### src/rtl/jdiv_pkg.sv
// Shared widths and FSM state type for the sequential restoring divider.
package jdiv_pkg;
  localparam int DVD_W = 8;
  localparam int DVS_W = 4;
  localparam int ITER  = 8;
  localparam int CNT_W = $clog2(ITER);

  typedef enum logic [1:0] {
    IDLE = 2'd0,
    CALC = 2'd1,
    DONE = 2'd2
  } state_e;
endpackage

### src/rtl/jdiv_step.sv
// One restoring-division iteration: shift in a dividend bit, conditionally subtract.
module jdiv_step
  import jdiv_pkg::*;
(
  input  logic [DVS_W-1:0] r,
  input  logic             in_bit,
  input  logic [DVS_W-1:0] divisor,
  output logic [DVS_W-1:0] r_next,
  output logic             q_bit
);
  logic [DVS_W:0] p;

  assign p      = {r, in_bit};
  assign q_bit  = (p >= {1'b0, divisor});
  // r < divisor on entry, so p - divisor < divisor and fits in DVS_W bits
  assign r_next = q_bit ? (p[DVS_W-1:0] - divisor) : p[DVS_W-1:0];
endmodule

### src/rtl/jseq_divider.sv
// 8/4-bit sequential restoring divider, one quotient bit per cycle.
// Define JDIV_ZERO_DETECT_EN to finish divide-by-zero after a single cycle.
module jseq_divider
  import jdiv_pkg::*;
(
  input  logic             clk,
  input  logic             rst_n,
  input  logic             start,
  input  logic [DVD_W-1:0] dividend,
  input  logic [DVS_W-1:0] divisor,
  output logic             busy,
  output logic             done,
  output logic [DVD_W-1:0] quotient,
  output logic [DVS_W-1:0] remainder,
  output logic             div_by_zero
);
  state_e             state_q, state_d;
  logic [CNT_W-1:0]   cnt_q, cnt_d;
  logic [DVD_W-1:0]   dvd_q, dvd_d;
  logic [DVS_W-1:0]   dvs_q, dvs_d;
  logic [DVS_W-1:0]   r_q, r_d;
  logic [DVD_W-1:0]   wq_q, wq_d;
  logic [DVD_W-1:0]   quo_q, quo_d;
  logic [DVS_W-1:0]   rem_q, rem_d;
  logic               dbz_q, dbz_d;
  logic [DVS_W-1:0]   step_r;
  logic               step_q;

  jdiv_step u_step (
    .r       (r_q),
    .in_bit  (dvd_q[cnt_q]),
    .divisor (dvs_q),
    .r_next  (step_r),
    .q_bit   (step_q)
  );

  always_comb begin
    state_d = state_q;
    cnt_d   = cnt_q;
    dvd_d   = dvd_q;
    dvs_d   = dvs_q;
    r_d     = r_q;
    wq_d    = wq_q;
    quo_d   = quo_q;
    rem_d   = rem_q;
    dbz_d   = dbz_q;
    case (state_q)
      IDLE: begin
        if (start) begin
          dvd_d   = dividend;
          dvs_d   = divisor;
          r_d     = '0;
          wq_d    = '0;
          cnt_d   = CNT_W'(ITER - 1);
          state_d = CALC;
        end
      end
      CALC: begin
        r_d   = step_r;
        wq_d  = {wq_q[DVD_W-2:0], step_q};
        cnt_d = cnt_q - 1'b1;
        if (cnt_q == '0) begin
          quo_d   = {wq_q[DVD_W-2:0], step_q};
          rem_d   = step_r;
          dbz_d   = 1'b0;
          state_d = DONE;
        end
`ifdef JDIV_ZERO_DETECT_EN
        if (dvs_q == '0) begin
          quo_d   = '1;
          rem_d   = dvd_q[DVS_W-1:0];
          dbz_d   = 1'b1;
          state_d = DONE;
        end
`endif
      end
      DONE:    state_d = IDLE;
      default: state_d = IDLE;
    endcase
  end

  always_ff @(posedge clk) begin
    if (!rst_n) begin
      state_q <= IDLE;
      cnt_q   <= '0;
      dvd_q   <= '0;
      dvs_q   <= '0;
      r_q     <= '0;
      wq_q    <= '0;
      quo_q   <= '0;
      rem_q   <= '0;
      dbz_q   <= 1'b0;
    end else begin
      state_q <= state_d;
      cnt_q   <= cnt_d;
      dvd_q   <= dvd_d;
      dvs_q   <= dvs_d;
      r_q     <= r_d;
      wq_q    <= wq_d;
      quo_q   <= quo_d;
      rem_q   <= rem_d;
      dbz_q   <= dbz_d;
    end
  end

  assign busy        = (state_q != IDLE);
  assign done        = (state_q == DONE);
  assign quotient    = quo_q;
  assign remainder   = rem_q;
  // stays 0 without the zero-detect build since dbz_d is never set
  assign div_by_zero = dbz_q;
endmodule

### config.mk
export PLATFORM = sky130hd
export DESIGN_NAME = jseq_divider
export DESIGN_NICKNAME = d
export VERILOG_FILES = /design/src/rtl/jdiv_pkg.sv /design/src/rtl/jdiv_step.sv /design/src/rtl/jseq_divider.sv
export SDC_FILE = /design/constraint.sdc
export NUM_CORES = 1
export LEC_CHECK = 0
export CORE_MARGIN = 2
export CORE_UTILIZATION = 48
export CTS_CLUSTER_DIAMETER = 100
export CTS_CLUSTER_SIZE = 24
export DETAILED_ROUTE_END_ITERATION = 8
export PLACE_DENSITY = 0.8
export SLEW_MARGIN = 20
export SYNTH_ARGS = -nofsm -noshare
export SYNTH_HDL_FRONTEND = slang
export SYNTH_SLANG_ARGS = --single-unit
### constraint.sdc
create_clock -name clk -period 3.92 [get_ports clk]
set_clock_uncertainty 0.15 [all_clocks]
set_input_delay 0.784 -clock clk [delete_from_list [all_inputs] [get_ports clk]]
set_output_delay 0.784 -clock clk [all_outputs]
set_load 0.02 [all_outputs]
==> flow_summary.ini <==
[grt]
grt_pass1_wl_um = 5770
use_met1 = 0.214
grt_busiest_layer = met2
use_met3 = 0.0417
grt_pass1_vias = 1334
grt_max_degree = 24
grt_use_total = 0.179
gr-total-overflow = 0
grt_util_met2 = 0.304
antenna_found_initial = 0

[yosys]
synthTopCellsByCount = 40 x dfxtp_1, 23 x nand2_1, 20 x nor2_1, 12 x a21oi_1, 9 x mux2i_1
synth_warnings = 0
synth-main-ff-cell = dfxtp_1
synth_cells = 191
synth_top_area_share = 0.448
ys_seq_elements = 40
synthMostInstantiatedCell = dfxtp_1
ys_seq_area_frac = 0.448
synthArstFlopShare = 0
synth_edf_count = 0
yosysUniqueCellTypes = 46
synth_nets = 213
synthTopCellsByArea = dfxtp_1 45%, mux2i_1 5.0%, nand2_1 4.8%, ha_1 4.2%, nor2_1 4.2%
synth_top_cell_by_area = dfxtp_1
syn_area_mm2 = 0.00179
synth_area_per_cell_um2 = 9.35

[clock_network]
ctsHtreeMaxLevel = 2
cts_root_buf = clkbuf_8
ctsResizeCount = 0
cts.sinks = 40
clk_pin_slew_ns = 0.08
insertion_delay_ns = 0.29
cts_tree = built
numCtsBuffers = 5
clockBufferDepth = 2
postCtsHoldBufs = 0
cts_setup_buffers = 0

[placement]
pre_cts_ws_ns = 1.26
place_hpwl_um = 2420
place_congestion = 0.887
place_area_mm2 = 0.00209
placement.io_buffers = 28

[sta]
final-hold-violation-count = 0
relSlewSlack = 0.506
setup_viol = 0
final_max_slew_viol_count = 0
min_period_ns = 2.68
fin_crit_sh = 0.684
setup_ws_ns = 1.24
max_freq_mhz = 373
rsz0062_at_grt = no
max_slew.worst_pin.slew_ns = 0.738
setup-tns-final_ns = 0
holdWs_ns = 0.303

[detailed_routing]
final_antenna_net_count = 0
drt-pass1-iter-count = 4
viasPerCell = 5.30
vias = 1415
wirelength_um = 3300
routedWlPerCell_um = 12.3
drc_errors = 0
first_iter_violations = 97

[finish]
n_antenna_cell = 0
fillerInstances = 335
drive_above_1_share = 0.0913
final_area_mm2 = 0.00217
nets = 240
area_delta_synth_final_pct = 21.6

[floorplanning]
ios = 30
coreArea_mm2 = 0.00361
initial_core_util = 0.495
die_w_um = 65.0
placementRows = 22
die_area_mm2 = 0.00422
die_h_um = 65.0

[critical_path]
worst-endpoint-arrival_ns = 2.75
cpLargestDelayFamily = multiplexers
cp.buffers_inverters = 0
crit_required_ns = 3.99
max_stage_delay_ns = 0.58
cpMaxStageDelayCell = mux4_1
cp-end-kind = flip-flop
crit_fanout = 6
critPathKind = flip-flop to flip-flop
path_cells = mux4_1 -> mux2i_2 -> ha_1 -> nor2b_2 -> o311a_2 -> or4_1 -> o211ai_1
start_kind = flip-flop

[power]
total_power_mw = 0.925
power_density_mw_per_mm2 = 426
ir_drop_mv = 0.237
leakage_nw = 0.830

[run]
max-cap-violations = 0

[min_path]
hold_path.class = flip-flop to flip-flop

[outcome]
outcome = finished clean
through the flow:
stage | std cells | utilization
6_report | 267 | 0.602
5_1_grt | 267 | 0.602
4_1_cts | 267 | 0.602
3_5_place_dp | 259 | 0.578
3_3_place_gp | 259 | 0.578
2_1_floorplan | 191 | -
cells by family (layout without fill, tap and decap cells):
family / count (synthesis) / count (layout) / synth area share
xor gates and xnor gates: 1 / 1 / 0.00491
DFF: 40 / 40 / 0.448
AOI/OAI and AO/OA: 40 / 40 / 0.151
other: 1 / 1 / 0.00210
and+or+nand+nor: 71 / 71 / 0.195
buffers and inverters: 19 / 47 / 0.0575
adders and majority gates: 7 / 7 / 0.0533
muxes: 12 / 12 / 0.0876
layout by cell type, fill, tap and decap left out, types with 3 or more instances in the layout:
| cell type | count |
|---|---|
| clkdlybuf4s50_1 | 28 |
| nor2_1 | 20 |
| ha_1 | 6 |
| clkbuf_8 | 5 |
| dfxtp_1 | 40 |
| mux2i_1 | 9 |
| o21ai_0 | 5 |
| o211ai_1 | 4 |
| nand2_1 | 23 |
| nand3_1 | 8 |
| a211oi_1 | 3 |
| a21oi_1 | 12 |
| inv_1 | 8 |
| a22o_1 | 6 |
flip-flops by register name (all words and copies together), names as in the netlist:
signal / count
dvs_q: 4
cnt_q: 3
remainder: 4
quotient: 8
r_q: 4
wq_q: 7
dvd_q: 8
state_q: 2
layer usage:
metal | part of all wire | wire, um
met1 | 0.45 | 1490
met2 | 0.50 | 1630
met3 | 0.044 | 145
met4 | 0.0088 | 29
met5 | 0 | 0
path summary, 6_finish.rpt:
path | from | to | slack (ns) | cells past startpoint
worst min register to register | quotient[2] | quotient[2] | 0.30 | 2
worst max-delay path | cnt_q[0] | remainder[0] | 1.24 | 7
worst max register to register | cnt_q[0] | remainder[0] | 1.24 | 7
worst min-delay path | quotient[2] | quotient[2] | 0.30 | 2
tightest hold or removal path, stage by stage, from the launching register on:
cell and delay [ns]:
dfxtp_1 0.31, nand2_1 0.05, a21oi_1 0.05
final cells by class:
cell class                 count  area (um^2)  area share
timing repair buffer          30          295       0.136
tap                           48         60.1      0.0277
inverter                       9         47.5      0.0219
sequential                    40          801       0.369
multi-input combinational    132          882       0.406
clock buffer                   7         76.3      0.0352
clock inverter                 1         8.76     0.00403
power breakdown:
| group | switching, mW | internal, mW |
|---|---|---|
| Combinational | 0.117 | 0.0954 |
| Sequential | 0.0190 | 0.430 |
| Clock | 0.137 | 0.127 |
| Total | 0.273 | 0.653 |
(Power assumes the default switching activity.)
